`config.mk`:
```
export PLATFORM = sky130hd
export DESIGN_NAME = key_edge_bank
export DESIGN_NICKNAME = d
export VERILOG_FILES = /design/src/rtl/key_pkg.sv /design/src/rtl/key_channel.sv /design/src/rtl/key_edge_bank.sv
export SDC_FILE = /design/constraint.sdc
export NUM_CORES = 1
export LEC_CHECK = 0
export CORE_MARGIN = 10
export CORE_UTILIZATION = 45
export CTS_BUF_LIST = sky130_fd_sc_hd__clkbuf_2 sky130_fd_sc_hd__clkbuf_4 sky130_fd_sc_hd__clkbuf_8
export CTS_CLUSTER_SIZE = 12
export DETAILED_ROUTE_END_ITERATION = 12
export GPL_ROUTABILITY_DRIVEN = 0
export GPL_TIMING_DRIVEN = 0
export PLACE_DENSITY = 0.69
export SETUP_SLACK_MARGIN = 0.1
export SYNTH_ARGS = -nofsm -noshare
export SYNTH_HDL_FRONTEND = slang
export SYNTH_SLANG_ARGS = --single-unit
```
`constraint.sdc`:
```
create_clock -name clk -period 2.3 [get_ports clk]
set_input_delay 0.345 -clock clk [delete_from_list [all_inputs] [get_ports clk]]
set_output_delay 0.345 -clock clk [all_outputs]
set_load 0.01 [all_outputs]
```
`src/rtl/key_pkg.sv`:
```
// rtl/key_pkg.sv - shared enums for the key edge bank
// Purpose: pulse-mode encoding (matches the 2-bit mode port) and the
//          per-channel debounce state encoding.
package key_pkg;

    typedef enum logic [1:0] {
        MODE_PRESS   = 2'b00,
        MODE_RELEASE = 2'b01,
        MODE_BOTH    = 2'b10,
        MODE_REPEAT  = 2'b11
    } mode_e;

    typedef enum logic [1:0] {
        ST_IDLE        = 2'b00,
        ST_DEB_PRESS   = 2'b01,
        ST_HELD        = 2'b10,
        ST_DEB_RELEASE = 2'b11
    } key_state_e;

endpackage

```
`src/rtl/key_channel.sv`:
```
// rtl/key_channel.sv - one key: synchroniser, debounce FSM, auto-repeat, pulse
// Purpose: turns one raw asynchronous key level into a debounced level and a
//          registered one-cycle event pulse selected by the pulse mode.
// Ports:
//   clk, Reset - clock, synchronous active-high reset
//   key_i      - raw asynchronous key level (1 = pressed)
//   mode_i     - pulse mode (press / release / both / repeat)
//   level_o    - debounced level, high in HELD and DEB_RELEASE
//   pulse_o    - registered event pulse, aligned with first cycle of new level
module key_channel
    import key_pkg::*;
#(
    parameter int SYNC_STAGES     = 2,
    parameter int DEBOUNCE_CYCLES = 4,
    parameter int REPEAT_DELAY    = 16,
    parameter int REPEAT_PERIOD   = 8
) (
    input  logic  clk,
    input  logic  Reset,
    input  logic  key_i,
    input  mode_e mode_i,
    output logic  level_o,
    output logic  pulse_o
);

    localparam int DW   = $clog2(DEBOUNCE_CYCLES + 1);
    localparam int RMAX = (REPEAT_DELAY > REPEAT_PERIOD) ? REPEAT_DELAY : REPEAT_PERIOD;
    localparam int RW   = $clog2(RMAX + 1);
    localparam logic [DW-1:0] DEB_LAST = DW'(DEBOUNCE_CYCLES - 1);

    logic [SYNC_STAGES-1:0] sync_q;
    key_state_e             state_q, state_d;
    logic [DW-1:0]          deb_cnt_q, deb_cnt_d;
    logic [RW-1:0]          rep_cnt_q, rep_cnt_d;
    logic                   rep_first_q, rep_first_d;
    logic                   pulse_q, pulse_d;

    logic          sync;
    logic          level_d, rise, fall, rep_fire;
    logic [RW-1:0] rep_inc, rep_thr;

    assign sync    = sync_q[SYNC_STAGES-1];
    assign level_o = (state_q == ST_HELD) || (state_q == ST_DEB_RELEASE);
    assign pulse_o = pulse_q;

    // Debounce: the counter holds how many consecutive opposite-level samples
    // have been seen; the sample that leaves a stable state counts as the first.
    always_comb begin
        state_d   = state_q;
        deb_cnt_d = deb_cnt_q;
        case (state_q)
            ST_IDLE: begin
                if (sync) begin
                    if (DEB_LAST == '0) begin
                        state_d = ST_HELD;
                    end else begin
                        state_d   = ST_DEB_PRESS;
                        deb_cnt_d = DW'(1);
                    end
                end
            end
            ST_DEB_PRESS: begin
                if (!sync) begin
                    state_d   = ST_IDLE;
                    deb_cnt_d = '0;
                end else if (deb_cnt_q >= DEB_LAST) begin
                    state_d   = ST_HELD;
                    deb_cnt_d = '0;
                end else begin
                    deb_cnt_d = deb_cnt_q + DW'(1);
                end
            end
            ST_HELD: begin
                if (!sync) begin
                    if (DEB_LAST == '0) begin
                        state_d = ST_IDLE;
                    end else begin
                        state_d   = ST_DEB_RELEASE;
                        deb_cnt_d = DW'(1);
                    end
                end
            end
            default: begin
                if (sync) begin
                    state_d   = ST_HELD;
                    deb_cnt_d = '0;
                end else if (deb_cnt_q >= DEB_LAST) begin
                    state_d   = ST_IDLE;
                    deb_cnt_d = '0;
                end else begin
                    deb_cnt_d = deb_cnt_q + DW'(1);
                end
            end
        endcase
    end

    assign level_d = (state_d == ST_HELD) || (state_d == ST_DEB_RELEASE);
    assign rise    = level_d & ~level_o;
    assign fall    = ~level_d & level_o;

    // Auto-repeat: the counter restarts on every repeat pulse, so the target
    // is REPEAT_DELAY for the first repeat and REPEAT_PERIOD afterwards.
    assign rep_inc = (rep_cnt_q == {RW{1'b1}}) ? rep_cnt_q : rep_cnt_q + RW'(1);
    assign rep_thr = rep_first_q ? RW'(REPEAT_DELAY) : RW'(REPEAT_PERIOD);

    always_comb begin
        rep_cnt_d   = rep_cnt_q;
        rep_first_d = rep_first_q;
        rep_fire    = 1'b0;
        if ((mode_i != MODE_REPEAT) || !level_d || rise) begin
            rep_cnt_d   = '0;
            rep_first_d = 1'b1;
        end else if (rep_inc == rep_thr) begin
            rep_fire    = 1'b1;
            rep_cnt_d   = '0;
            rep_first_d = 1'b0;
        end else begin
            rep_cnt_d = rep_inc;
        end
    end

    always_comb begin
        pulse_d = 1'b0;
        case (mode_i)
            MODE_PRESS:   pulse_d = rise;
            MODE_RELEASE: pulse_d = fall;
            MODE_BOTH:    pulse_d = rise | fall;
            default:      pulse_d = rise | rep_fire;
        endcase
    end

    always_ff @(posedge clk) begin
        if (Reset) begin
            sync_q      <= '0;
            state_q     <= ST_IDLE;
            deb_cnt_q   <= '0;
            rep_cnt_q   <= '0;
            rep_first_q <= 1'b1;
            pulse_q     <= 1'b0;
        end else begin
            sync_q      <= {sync_q[SYNC_STAGES-2:0], key_i};
            state_q     <= state_d;
            deb_cnt_q   <= deb_cnt_d;
            rep_cnt_q   <= rep_cnt_d;
            rep_first_q <= rep_first_d;
            pulse_q     <= pulse_d;
        end
    end

endmodule

```
`src/rtl/key_edge_bank.sv`:
```
// rtl/key_edge_bank.sv - bank of debounced key channels with priority encoder
// Purpose: N_KEYS independent key channels plus any-pulse flag and the index
//          of the lowest-numbered pulsing channel.
// Ports:
//   clk, Reset - clock, synchronous active-high reset
//   key        - raw asynchronous key levels (1 = pressed)
//   mode       - pulse mode: 00 press, 01 release, 10 both, 11 repeat
//   level      - debounced level per channel
//   pulse      - registered one-cycle event pulse per channel
//   any_pulse  - OR of pulse
//   pulse_id   - lowest index with pulse set, 0 when no pulse
module key_edge_bank
    import key_pkg::*;
#(
    parameter int N_KEYS          = 4,
    parameter int SYNC_STAGES     = 2,
    parameter int DEBOUNCE_CYCLES = 4,
    parameter int REPEAT_DELAY    = 16,
    parameter int REPEAT_PERIOD   = 8,
    localparam int ID_W = (N_KEYS > 1) ? $clog2(N_KEYS) : 1
) (
    input  logic              clk,
    input  logic              Reset,
    input  logic [N_KEYS-1:0] key,
    input  logic [1:0]        mode,
    output logic [N_KEYS-1:0] level,
    output logic [N_KEYS-1:0] pulse,
    output logic              any_pulse,
    output logic [ID_W-1:0]   pulse_id
);

    mode_e mode_sel;
    assign mode_sel = mode_e'(mode);

    for (genvar g = 0; g < N_KEYS; g++) begin : g_chan
        key_channel #(
            .SYNC_STAGES    (SYNC_STAGES),
            .DEBOUNCE_CYCLES(DEBOUNCE_CYCLES),
            .REPEAT_DELAY   (REPEAT_DELAY),
            .REPEAT_PERIOD  (REPEAT_PERIOD)
        ) u_chan (
            .clk    (clk),
            .Reset  (Reset),
            .key_i  (key[g]),
            .mode_i (mode_sel),
            .level_o(level[g]),
            .pulse_o(pulse[g])
        );
    end

    assign any_pulse = |pulse;

    // Scan from the top down so the lowest set index wins.
    always_comb begin
        pulse_id = '0;
        for (int i = N_KEYS - 1; i >= 0; i--) begin
            if (pulse[i]) pulse_id = ID_W'(i);
        end
    end

endmodule

```
## Word-level counts from Yosys, hierarchy flattened

Cells that the tools add are included.

| storage, ports and cells | value |
|---|---|
| input port bits | 8 |
| output and inout bits | 11 |
| word-level logic and storage cells | 213 |
| register bits after elaboration | 56 |

| operators by class | value |
|---|---|
| magnitude comparators | 4 |
| bitwise operators | 24 |
| multiplexer cells | 76 |
| reduce and logical (&&, ||, !) cells | 38 |
| equal/unequal tests | 39 |
| add/subtract/negate cells | 8 |

Operators by type and width:

| operator | number |
|---|---|
| two-way mux 3 bit | 20 |
| two-way mux 2 bit | 28 |
| two-way mux 5 bit | 8 |
| case mux 3 bit (3 select lines) | 4 |
| equality test 2 bit, second input constant | 17 |
| case mux 2 bit (3 select lines) | 4 |
| adder 5 x 1 -> 5 bit, second input constant | 4 |
| equality test 5 bit | 4 |
| equality test 5 bit, second input constant | 4 |
| logical OR 1 bit | 16 |
| adder 3 x 1 -> 3 bit, second input constant | 4 |
| >= comparator 3 x 2 -> 1 bit, second input constant | 4 |
| case mux 1 bit (3 select lines) | 4 |
| OR reduction 3 bit | 4 |
| equality test 2 x 1 -> 1 bit, second input constant | 5 |
| zero test 2 bit | 5 |
| != test 2 bit, second input constant | 5 |
| bitwise AND 1 bit | 8 |
| two-way mux 1 bit | 8 |
| != test 2 x 1 -> 1 bit, second input constant | 4 |
| inverter 1 bit | 8 |
| OR 1 bit | 8 |
| AND reduction 2 bit | 4 |
| OR reduction 2 bit | 4 |
| other kinds (2) | 5 |

## Depth between registers and ports, before layout

Gate-level depths: netlist (run 1).

| logic depth | value |
|---|---|
| depth in word-level cells | 12 |
| mapped depth | 7 |
| gate-level depth less buffers | 7 |

## Cells and area by module

From an unflattened synthesis (run 1), not the netlist that was laid out.

| second synthesis, totals | value |
|---|---|
| cells, all modules | 298 |
| area total of the unflattened synthesis | 2,692.6 um^2 |

By module, submodules not included:

| module | times used | seq. area each (um^2) | cells an instance | area an instance (um^2) |
|---|---|---|---|---|
| key_channel (g_chan[0].u_chan ...) | 3 | 280.3 | 73 | 665.6 |
| key_channel (g_chan[3].u_chan) | 1 | 280.3 | 72 | 660.6 |
| key_edge_bank | 1 | 0.0 | 7 | 35.0 |

## Worst setup path before layout (run 1)

Ideal clock, no wire load.

| timing | value |
|---|---|
| path type | reg-to-reg |
| start point | register g_chan[3].u_chan.deb_cnt_q[0] |
| end point | register g_chan[3].u_chan.rep_cnt_q[4] |
| data required time | 2.235 ns |
| buffers on the path | 0 |
| slack | 0.611 ns |
| arrival | 1.623 ns |
| period minus slack after synthesis | 1.689 ns |
| library setup time | 0.065 ns |
| stages on the path, launching flop included | 8 |
| cell sequence | dfxtp_1 -> ha_1 -> ha_1 -> a211oi_2 -> nand2b_1 -> o211ai_1 -> a41o_1 -> nor2b_1 |

| on the way | value |
|---|---|
| word-level cells in the longest chain between the ends | 10 |
| elaborated cells on any way between the ends | 14 |
| classes of those cells | order compare: 1; eq/ne: 2; mux: 5; bitwise: 1; reduce/logical: 5 |

Ends and longest elaborated chain:

| item | line | text |
|---|---|---|
| start, declared | key_channel.sv:33 | `logic [DW-1:0] deb_cnt_q, deb_cnt_d;` |
| start signal, assigned | key_channel.sv:143 | `deb_cnt_q <= deb_cnt_d;` |
| >= comparator 3 x 2 -> 1 bit * | key_channel.sv:66, key_channel.sv:87 |  |
| two-way mux 2 bit, on equally long branches | key_channel.sv:87, key_channel.sv:66 |  |
| two-way mux 2 bit, on equally long branches | key_channel.sv:84, key_channel.sv:63 |  |
| case mux 2 bit (3 select lines) * | key_channel.sv:51 | `case (state_q)` |
| equality test 2 bit | key_channel.sv:97 | `assign level_d = (state_d == ST_HELD) \|\| (state_d == ST_DEB_RELEASE);` |
| logical OR 1 bit * | key_channel.sv:97 |  |
| zero test 1 bit | key_channel.sv:110 | `if ((mode_i != MODE_REPEAT) \|\| !level_d \|\| rise) begin` |
| logical OR 1 bit | key_channel.sv:110 |  |
| logical OR 1 bit * | key_channel.sv:110 |  |
| OR reduction 3 bit (no line) * | - |  |
| end signal, assigned | key_channel.sv:144 | `rep_cnt_q <= rep_cnt_d;` |
| end, declared | key_channel.sv:34 | `logic [RW-1:0] rep_cnt_q, rep_cnt_d;` |

Mark *: on every way between the ends. The rest lies on a longest branch, timed or not.
A chain may end at the register's enable or synchronous reset.

## Worst setup path in the final report (run 1)

| timing | value |
|---|---|
| start point | register g_chan[2].u_chan.state_q[1] |
| end point | output port level[2] |

| on the way | value |
|---|---|
| word-level cells in the longest chain between the ends | 2 |
| elaborated cells on any way between the ends | 3 |
| classes of those cells | eq/ne: 2; reduce/logical: 1 |

Ends and longest elaborated chain:

| item | line | text |
|---|---|---|
| start, declared | key_channel.sv:32 | `key_state_e state_q, state_d;` |
| start signal, assigned | key_channel.sv:142 | `state_q <= state_d;` |
| equality test 2 bit | key_channel.sv:43 | `assign level_o = (state_q == ST_HELD) \|\| (state_q == ST_DEB_RELEASE);` |
| logical OR 1 bit * | key_channel.sv:43 |  |
| end, declared | key_edge_bank.sv:26 | `output logic [N_KEYS-1:0] level,` |

Marked as above.

==> summary.txt, run 1 <==
Status
  – Status: complete, no violations

Placed design
  – Dpl hpwl: 3.51 mm
  – Dpl ws: 0.154 ns
  – Port-buffer cells: 17
  – Dpl cells: 380
  – Placed cell areas: 0.00288 sq mm

Timing
  – Setup TNS: 0 ns
  – Minimum clock period: 1.99 ns
  – Slew headroom: 65.0%
  – Slew Viols, Final: 0
  – Final hold vios: 0
  – Clock skew: 0.0116 ns
  – RSZ-0062 raised after global routing: no
  – Fmax: 503 MHz
  – Slack of the critical path: 0.312 ns
  – Fin crit share: 86.4%
  – Measured slew at the worst slew-check pin: 0.525 ns
  – Setup violators final: 0

Drt
  – Via count: 2069
  – DR iter-0 viols: 86
  – ANT nets after route: 0
  – WL final: 4.71 mm
  – WL/cell: 12.1 um
  – Vias per cell: 5.33
  – DRC viols: 0
  – DR pass1 iterations: 5

Global routing
  – Largest net degree at the start of global routing: 17
  – Total grt overflow: 0
  – Vias in the first global route: 1869
  – Met3 Resource Use GR: 3.50%
  – Most used routing layer: met2
  – First-pass GRT wire length: 8.09 mm
  – Met2 GRT Util: 16.5%
  – Met1 Track Usage GR: 13.5%
  – Overall routing resource usage: 10.7%
  – Initial antenna violation count: 0

Floorplanning
  – Row count: 27
  – Core Region: 0.00557 sq mm
  – IO Count: 19
  – Vert. Die Dim: 96.4 um
  – Die area: 0.00929 sq mm
  – Initial core utilization: 47.1%
  – Chip width: 96.4 um

Clock network
  – CTS Root Cell: clkbuf_8
  – Cts hold-fix bufs: 0
  – CTS max path bufs: 2
  – H-tree depth: 2
  – Setup Fix Bufs, Post-CTS: 0
  – Clock slew at reported path FFs: 0.09 ns
  – CTS tree: yes
  – TritonCTS buffer count: 5
  – Clock sink count: 56
  – Worst skew pair latency: 0.31 ns
  – Post-CTS sizing: 0

Setup path
  – Delay of the slowest critical-path stage: 0.52 ns
  – CP max FO: 8
  – Crit. End Element: output pin
  – Startpoint types: flip-flop
  – Slowest-stage cell, CP: clkdlybuf4s50_1
  – Crit path cell chain: clkbuf_1 > clkbuf_1 > buf_4 > clkdlybuf4s50_1
  – FF-to-FF setup slack: 0.39 ns
  – Crit-path most repeated cell: clkbuf_1
  – CP Class: reg -> out
  – CP required: 1.96 ns
  – WP data arrival: 1.64 ns

Synth
  – Top FF cell, synth: dfxtp_1
  – Synth area leaders: dfxtp_1, nor2_1, ha_1, mux2i_1, nand2b_1
  – Synth Warn #: 0
  – Syn Inst Count: 291
  – Syn_nets: 311
  – Mapped Avg Cell Area: 9.02 sq um
  – Asr flop ratio synth: 0%
  – Share of the synthesized area in the top cell type: 42.7%
  – Sequential area share after synthesis: 42.7%
  – Flops & latches, synth: 56
  – Cell taking the most area after synthesis: dfxtp_1
  – Distinct cells, synth: 42
  – Post-synth EDFFs: 0
  – Post-Syn Area: 0.00262 sq mm

Layout
  – Post-Layout Inst Area: 0.00301 sq mm
  – Multi-input gate area: 0.00139 sq mm
  – Reg area: 0.00112 sq mm
  – Layout Nets: 335
  – Non-Filler Instances: 388
  – Fraction of final layout cells sized beyond drive strength 1: 7.59%
  – Area grow syn2layout: 14.7%
  – Diode count: 0
  – Filler Cell Count: 523

Run
  – Maxcap violations: 0

Power and ir drop
  – Sw Share: 20.2%
  – Seq pwr share: 56.9%
  – Internal: 1390 uW
  – Part of the power in combinational logic: 3.3%
  – Clock power frac: 39.8%
  – Switching pwr: 351 uW
  – Pwr dens: 579 mW/mm^2
  – Leak Pwr: 0.00117 uW
  – Max IR drop VDD: 0.436 mV

Hold path
  – Hold crit path type: reg -> reg
power by group through the flow:
stage	registers [uW]	clock network, uW	logic [uW]
6_report	992	693	57.8
3_5_place_dp	1010	0	58.2
4_1_cts	992	717	58.2
5_1_grt	995	754	65.2
3_3_place_gp	1010	0	56.9
2_1_floorplan	1010	0	34.9
routing by layer:
layer | up-vias | wire length (um)
li1 | 1090 | -
met1 | 946 | 2410
met2 | 28 | 2000
met3 | 5 | 241
met4 | 0 | 53
met5 | - | 0
layout make-up:
type	count	share of cell area, %
sequential	56	37.2
clock buffer	7	3.20
tap	72	2.99
buffer	17	3.16
multi-input combinational	213	46.1
inverter	5	0.623
clock inverter	1	0.998
timing repair buffer	17	5.65
Yosys cell counts, drive strengths merged, types with 8 or more instances:
library cell / count
a21oi: 12
a31oi: 8
buf: 9
clkbuf: 8
dfxtp: 56
ha: 12
mux2i: 11
nand2: 15
nand2b: 15
nand4: 10
nor2: 43
nor2b: 9
o21ai: 10
kinds of logic (layout without fill, tap and decap cells):
kind of cell	count (synthesis)	count (layout)	synth area share (%)
xor+xnor	6	6	2.00
fa+ha+maj	12	12	5.72
mux	11	11	4.20
compound gates	68	68	18.7
buf+inv	22	47	4.34
simple gates	116	116	22.3
flops	56	56	42.7
critical path, delay by kind of cell, from the launching register on:
| kind | cells | cell delay [ns] |
|---|---|---|
| flops | 1 | 0.32 |
| buf+inv | 4 | 1.02 |
layout by cell type, fill, tap and decap left out, types with 2 or more instances in the layout:
cell type | Yosys | routed
a21oi_1 | 12 | 12
a21boi_1 | 2 | 2
o211ai_1 | 4 | 4
nand2b_1 | 15 | 15
mux2i_1 | 11 | 11
clkbuf_8 | 0 | 7
xor2_1 | 2 | 2
a21o_1 | 5 | 5
o22ai_1 | 2 | 2
and2_1 | 2 | 2
and3b_1 | 4 | 4
ha_1 | 12 | 12
a2bb2oi_1 | 2 | 2
buf_4 | 8 | 8
dfxtp_1 | 56 | 56
a31oi_1 | 8 | 8
xnor2_1 | 4 | 4
o21a_1 | 2 | 2
o21ai_0 | 10 | 10
nand4_1 | 10 | 10
nand3_1 | 7 | 7
inv_1 | 5 | 5
clkdlybuf4s50_1 | 0 | 17
nor2b_1 | 9 | 9
nand2_1 | 15 | 15
o32ai_1 | 3 | 3
clkbuf_1 | 8 | 8
a21boi_0 | 2 | 2
a41o_1 | 7 | 7
o31ai_1 | 2 | 2
nor2_1 | 43 | 43
a211oi_2 | 4 | 4
nor3_1 | 4 | 4
final timing paths:
kind / endpoint / cells past startpoint / start
setup / recovery: level[2] / 4 / g_chan[2].u_chan.state_q[1]
hold / removal: g_chan[2].u_chan.sync_q[1] / 1 / g_chan[2].u_chan.sync_q[0]
setup reg to reg: g_chan[2].u_chan.rep_cnt_q[0] / 7 / g_chan[2].u_chan.deb_cnt_q[0]
hold reg to reg: g_chan[2].u_chan.sync_q[1] / 1 / g_chan[2].u_chan.sync_q[0]
flip-flops by register name (all words and copies together) (netlist names):
signal	flops
g_chan.u_chan.state_q	8
g_chan.u_chan.rep_cnt_q	20
g_chan.u_chan.pulse_o	4
g_chan.u_chan.deb_cnt_q	12
g_chan.u_chan.rep_first_q	4
g_chan.u_chan.sync_q	8
through the flow:
stage | utilization (%) | hold slack [ns] | total power, uW
after floorplan | - | 0.414 | 1050
after global placement | 51.7 | 0.419 | 1070
after detailed placement | 51.7 | 0.423 | 1070
after CTS | 54.0 | 0.445 | 1770
after global routing | 54.0 | 0.470 | 1810
final | 54.0 | 0.442 | 1740
Power figures use the tool's default switching activity.
==> run 2: changes to the inputs <==
--- a/config.mk
+++ b/config.mk
@@ -12,7 +12,7 @@
 export DETAILED_ROUTE_END_ITERATION = 12
 export GPL_ROUTABILITY_DRIVEN = 0
 export GPL_TIMING_DRIVEN = 0
-export PLACE_DENSITY = 0.69
+export PLACE_DENSITY = 0.66
 export SETUP_SLACK_MARGIN = 0.1
 export SYNTH_ARGS = -nofsm -noshare
 export SYNTH_HDL_FRONTEND = slang
==> run 2 against run 1 <==
Effect of this change: cell count unchanged; wire length grew 0.55%; sequential power about the same; hold slack improved by 0.0043 ns; register-to-register slack about the same; power is 7.3% lower; core utilization is 0.52 points lower; clock skew decreased by 0.0047 ns; global-route usage up 0.26 points; critical path type unchanged; largest power group unchanged.
==> summary.txt, run 2 (synthesis gave the netlist of run 1 again) <==
Hold path
  – Hold crit path type: reg -> reg (unchanged)

Placed design
  – Dpl hpwl: 3.61 mm (was 3.51 mm)
  – Placed cell areas: 0.00288 sq mm (unchanged)
  – Port-buffer cells: 17 (unchanged)

Layout
  – Layout Nets: 335 (unchanged)
  – Max reg flops: 20 (unchanged)
  – Post-Layout Inst Area: 0.00298 sq mm (was 0.00301 sq mm)
  – Top reg by flops: g_chan.u_chan.rep_cnt_q (unchanged)
  – Area grow syn2layout: 13.6% (was 14.7%)
  – Diode count: 0 (unchanged)
  – Fraction of final layout cells sized beyond drive strength 1: 7.59% (unchanged)
  – Filler Cell Count: 533 (was 523)
  – Largest regs: g_chan.u_chan.rep_cnt_q: 20 flops, g_chan.u_chan.deb_cnt_q: 12 flops (unchanged)
  – Most frequent cells in the layout: dfxtp_1, nor2_1, clkdlybuf4s50_1, nand2_1, nand2b_1 (unchanged)
  – Leading cell type in the layout, fill and taps excluded: dfxtp_1 (unchanged)

Clock network
  – Clock sink count: 56 (unchanged)
  – Cts hold-fix bufs: 0 (unchanged)
  – Clock slew at reported path FFs: 0.09 ns (about the same)
  – CTS max path bufs: 2 (unchanged)
  – Worst skew pair latency: 0.31 ns (about the same)
  – CTS tree: yes (unchanged)
  – Setup Fix Bufs, Post-CTS: 0 (unchanged)
  – TritonCTS buffer count: 5 (unchanged)
  – CTS Root Cell: clkbuf_8 (unchanged)
  – Post-CTS sizing: 0 (unchanged)
  – H-tree depth: 2 (unchanged)

Timing
  – Minimum clock period: 1.97 ns (was 1.99 ns)
  – Clock skew: 0.00696 ns (was 0.0116 ns)
  – Final hold vios: 0 (unchanged)
  – Slew headroom: 64.8% (was 65.0%)
  – RSZ-0062 raised after global routing: no (unchanged)
  – Setup violators final: 0 (unchanged)
  – Setup TNS: 0 ns (unchanged)
  – Fmax: 508 MHz (was 503 MHz)
  – Fin crit share: 85.6% (was 86.4%)
  – Measured slew at the worst slew-check pin: 0.528 ns (was 0.525 ns)
  – Slew Viols, Final: 0 (unchanged)

Drt
  – Via count: 2072 (was 2069)
  – DR pass1 iterations: 4 (was 5)
  – WL/cell: 12.2 um (was 12.1 um)
  – DRC viols: 0 (unchanged)
  – ANT nets after route: 0 (unchanged)
  – WL final: 4.74 mm (was 4.71 mm)
  – DR iter-0 viols: 111 (was 86)
  – Vias per cell: 5.34 (was 5.33)

Global routing
  – Vias in the first global route: 1841 (was 1869)
  – Largest net degree at the start of global routing: 16 (was 17)
  – First-pass GRT wire length: 8.19 mm (was 8.09 mm)
  – Overall routing resource usage: 10.9% (was 10.7%)
  – Initial antenna violation count: 0 (unchanged)
  – Total grt overflow: 0 (unchanged)

Floorplanning
  – IO Count: 19 (unchanged)
  – Row count: 27 (unchanged)
  – Chip width: 96.4 um (unchanged)
  – Core Region: 0.00557 sq mm (unchanged)
  – Vert. Die Dim: 96.4 um (unchanged)
  – Die area: 0.00929 sq mm (unchanged)
  – Initial core utilization: 47.1% (unchanged)

Setup path
  – Setup crit end: level[2] (unchanged)
  – WP data arrival: 1.62 ns (was 1.64 ns)
  – Crit. End Element: output pin (unchanged)
  – CP required: 1.96 ns (about the same)
  – Startpoint types: flip-flop (unchanged)
  – Crit path launch: g_chan[2].u_chan.state_q[1] (unchanged)
  – FF-to-FF setup slack: 0.38 ns (was 0.39 ns)
  – RR Startpoint: g_chan[3].u_chan.deb_cnt_q[0] (was g_chan[2].u_chan.deb_cnt_q[0])
  – RR Endpoint: g_chan[3].u_chan.rep_cnt_q[4] (was g_chan[2].u_chan.rep_cnt_q[0])
  – CP Class: reg -> out (unchanged)
  – CP max FO: 8 (unchanged)
  – Reg2reg path depth: 7 (unchanged)

Power and ir drop
  – Leak Pwr: 0.00116 uW (was 0.00117 uW)
  – Max IR drop VDD: 0.288 mV (was 0.436 mV)
  – Pwr dens: 542 mW/mm^2 (was 579 mW/mm^2)
  – Power Total: 1610 uW (was 1740 uW)

Status
  – Status: complete, no violations (unchanged)

Run
  – Maxcap violations: 0 (unchanged)
==> run 2: cell types whose count changed in the layout (fill, tap and decap cells not counted) <==
cell / before / now
clkbuf_4: 0 / 2
bufinv_16: 1 / 0
clkbuf_8: 7 / 6
==> run 2: metal layers <==
layer	global-route usage (%)	routed length, um	up-vias
met5	0	0	-
met2	17.3	2040	29
li1	-	-	1093
met1	13.7	2400	944
met3	3.19	221	6
met4	4.36	77	0
==> run 2: how the worst min path moves through the flow <==
stage	slack [ns]	to	depth (start not counted)	from
after floorplan	0.41	g_chan[0].u_chan.sync_q[1]	1	g_chan[0].u_chan.sync_q[0]
after CTS	0.45	g_chan[3].u_chan.sync_q[1]	1	g_chan[3].u_chan.sync_q[0]
final	0.45	g_chan[3].u_chan.sync_q[1]	1	g_chan[3].u_chan.sync_q[0]
after detailed placement	0.42	g_chan[3].u_chan.sync_q[1]	1	g_chan[3].u_chan.sync_q[0]
after global placement	0.42	g_chan[3].u_chan.sync_q[1]	1	g_chan[3].u_chan.sync_q[0]
after global routing	0.46	g_chan[3].u_chan.sync_q[1]	1	g_chan[3].u_chan.sync_q[0]
==> run 2: layout make-up <==
| cell class | instances | area, sq um | share of cell area (%) |
|---|---|---|---|
| clock buffers | 8 | 97.6 | 3.27 |
| inverters | 5 | 18.8 | 0.629 |
| plain buffers | 17 | 95.1 | 3.19 |
| multi-input cells | 213 | 1390 | 46.6 |
| repair buffers | 17 | 170 | 5.71 |
| well taps | 72 | 90.1 | 3.02 |
| flip-flops and latches | 56 | 1120 | 37.6 |
==> run 2: power by group <==
| group | total [uW] | switching (uW) | internal, uW |
|---|---|---|---|
| clock | 566 | 296 | 270 |
| combinational | 56.6 | 31.2 | 25.4 |
| sequential | 992 | 10.8 | 981 |
==> run 2: through the flow <==
step / cells / hold slack (ns) / worst slack, ns / utilization [%]
finish: 388 / 0.446 / 0.331 / 53.5
global route: 388 / 0.463 / 0.185 / 53.5
CTS: 388 / 0.446 / 0.300 / 53.5
detailed placement: 380 / 0.423 / 0.154 / 51.7
global placement: 380 / 0.417 / 0.173 / 51.7
floorplan: 291 / 0.414 / 0.611 / -
==> run 2: worst max-delay path: stages (launching register included) <==
cell             delay [ns]
dfxtp_1                0.32
clkbuf_1               0.26
clkbuf_1               0.13
buf_4                  0.09
clkdlybuf4s50_1        0.52
==> run 3: changes to the inputs <==
==> constraint.sdc (replaced) <==
create_clock -name clk -period 2.2 [get_ports clk]
set_input_delay 0.33 -clock clk [delete_from_list [all_inputs] [get_ports clk]]
set_output_delay 0.33 -clock clk [all_outputs]
set_load 0.01 [all_outputs]
==> run 3 against run 2 <==
Effect of this change: register-to-register slack lost 0.07 ns; critical path depth is the same; critical path type unchanged; global-route usage did not move; sequential cell count stayed put; sequential power increased by 5%; cell count unchanged; largest cell class unchanged; via count is 0.72% lower; clock-buffer cell count did not move; clock skew hardly changed; design area up 0.34%.
==> summary.txt, run 3 (synthesis gave the netlist of run 1 again) <==
Status
  – Status: complete, no violations (unchanged)

Floorplanning
  – Vert. Die Dim: 96.4 um (unchanged)
  – Row count: 27 (unchanged)
  – Initial core utilization: 47.1% (unchanged)
  – Core Region: 0.00557 sq mm (unchanged)
  – Die area: 0.00929 sq mm (unchanged)
  – Chip width: 96.4 um (unchanged)
  – IO Count: 19 (unchanged)

Drt
  – DR pass1 iterations: 4 (unchanged)
  – ANT nets after route: 0 (unchanged)
  – WL/cell: 12.2 um (about the same)
  – DR iter-0 viols: 112 (was 111)
  – DRC viols: 0 (unchanged)
  – Vias per cell: 5.30 (was 5.34)
  – Via count: 2057 (was 2072)
  – WL final: 4.72 mm (was 4.74 mm)

Timing
  – Measured slew at the worst slew-check pin: 0.531 ns (was 0.528 ns)
  – Clock skew: 0.00706 ns (was 0.00696 ns)
  – Setup violators final: 0 (unchanged)
  – Final hold vios: 0 (unchanged)
  – Fmax: 511 MHz
  – Slack of the critical path: 0.241 ns (was 0.331 ns)
  – Minimum clock period: 1.96 ns
  – Fin crit share: 89.0%
  – Slew Viols, Final: 0 (unchanged)
  – Setup TNS: 0 ns (unchanged)
  – RSZ-0062 raised after global routing: no (unchanged)
  – Slew headroom: 64.6% (was 64.8%)

Layout
  – Largest regs: g_chan.u_chan.rep_cnt_q: 20 flops, g_chan.u_chan.deb_cnt_q: 12 flops (unchanged)
  – Top reg by flops: g_chan.u_chan.rep_cnt_q (unchanged)
  – Layout Nets: 335 (unchanged)
  – Leading cell type in the layout, fill and taps excluded: dfxtp_1 (unchanged)
  – Diode count: 0 (unchanged)
  – Max reg flops: 20 (unchanged)
  – Fraction of final layout cells sized beyond drive strength 1: 8.23% (was 7.59%)
  – Most frequent cells in the layout: dfxtp_1, nor2_1, clkdlybuf4s50_1, nand2_1, nand2b_1 (unchanged)
  – Area grow syn2layout: 14.0% (was 13.6%)

Power and ir drop
  – Leak Pwr: 0.00117 uW (was 0.00116 uW)
  – Max IR drop VDD: 0.301 mV (was 0.288 mV)
  – Pwr dens: 564 mW/mm^2 (was 542 mW/mm^2)

Setup path
  – Delay-heaviest family, CP: buffers and inverters (unchanged)
  – CP Class: reg -> out (unchanged)
  – Crit path buf inv count: 4 (unchanged)
  – Slowest-stage cell, CP: clkdlybuf4s50_1 (unchanged)
  – Delay of the slowest critical-path stage: 0.52 ns (about the same)
  – CP max FO: 8 (unchanged)
  – Crit-path most repeated cell: clkbuf_1 (unchanged)
  – Crit path cell chain: clkbuf_1 > clkbuf_1 > buf_4 > clkdlybuf4s50_1 (unchanged)
  – Crit. End Element: output pin (unchanged)
  – WP data arrival: 1.63 ns (was 1.62 ns)
  – CP required: 1.87 ns (was 1.96 ns)
  – Startpoint types: flip-flop (unchanged)

Clock network
  – Clock slew at reported path FFs: 0.09 ns (about the same)
  – CTS max path bufs: 2 (unchanged)
  – H-tree depth: 2 (unchanged)
  – Worst skew pair latency: 0.31 ns (about the same)
  – TritonCTS buffer count: 5 (unchanged)
  – Clock sink count: 56 (unchanged)
  – CTS Root Cell: clkbuf_8 (unchanged)
  – Setup Fix Bufs, Post-CTS: 0 (unchanged)
  – CTS tree: yes (unchanged)

Run
  – Maxcap violations: 0 (unchanged)

Placed design
  – Dpl hpwl: 3.61 mm (unchanged)
  – Dpl ws: 0.0686 ns (was 0.154 ns)
  – Port-buffer cells: 17 (unchanged)

Global routing
  – Initial antenna violation count: 0 (unchanged)
  – Overall routing resource usage: 10.9% (unchanged)
  – Vias in the first global route: 1841 (unchanged)
  – Total grt overflow: 0 (unchanged)
  – Largest net degree at the start of global routing: 16 (unchanged)
  – First-pass GRT wire length: 8.19 mm (unchanged)

Hold path
  – Hold crit path type: reg -> reg (unchanged)
==> run 3: cell counts in the layout (fill, tap and decap cells not counted) <==
Identical to the previous run, type by type.
==> run 3: metal layers <==
layer / vias up / GRT usage (%) / wire [um]
li1: 1092 / - / -
met1: 935 / 13.7 / 2400
met5: - / 0 / 0
met2: 24 / 17.3 / 2030
met4: 0 / 4.36 / 77
met3: 6 / 3.19 / 211
==> run 3: worst paths after layout <==
check                                      from                       endpoint  slack, ns  depth (start not counted)
hold reg to reg      g_chan[3].u_chan.sync_q[0]     g_chan[3].u_chan.sync_q[1]       0.45                          1
hold / removal       g_chan[3].u_chan.sync_q[0]     g_chan[3].u_chan.sync_q[1]       0.45                          1
setup / recovery    g_chan[2].u_chan.state_q[1]                       level[2]       0.24                          4
setup reg to reg  g_chan[3].u_chan.deb_cnt_q[0]  g_chan[3].u_chan.rep_cnt_q[4]       0.31                          7
==> run 3: area by class of cell <==
| cell class | count | area, sq um |
|---|---|---|
| fillers | 534 | 2580 |
| multi-input cells | 213 | 1400 |
| flip-flops and latches | 56 | 1120 |
| repair buffers | 17 | 170 |
| clock buffers | 8 | 97.6 |
| plain buffers | 17 | 95.1 |
| well taps | 72 | 90.1 |
| inverters | 5 | 18.8 |
==> run 3: where the power goes <==
group | internal, uW | leakage, uW | switching (uW)
Sequential | 1030 | 0.000454 | 11.7
Clock | 282 | 0.0000523 | 309
Combinational | 26.5 | 0.000662 | 32.8
Total | 1330 | 0.00117 | 354
==> run 3: through the flow <==
stage | instance area [sq um] | util (%) | cells | power, uW | hold slack, ns
2_1_floorplan | 2620 | - | 291 | 1090 | 0.414
3_3_place_gp | 2880 | 51.7 | 380 | 1120 | 0.417
3_5_place_dp | 2880 | 51.7 | 380 | 1120 | 0.423
4_1_cts | 2980 | 53.5 | 388 | 1720 | 0.446
5_1_grt | 2990 | 53.7 | 388 | 1770 | 0.463
6_report | 2990 | 53.7 | 388 | 1690 | 0.446
==> run 3: timing repair <==
| item | 4_1_cts | 5_1_grt |
|---|---|---|
| resized for setup | 0 | 2 |
| setup endpoints to repair | 0 | 3 |
| hold buffers | 0 | 0 |
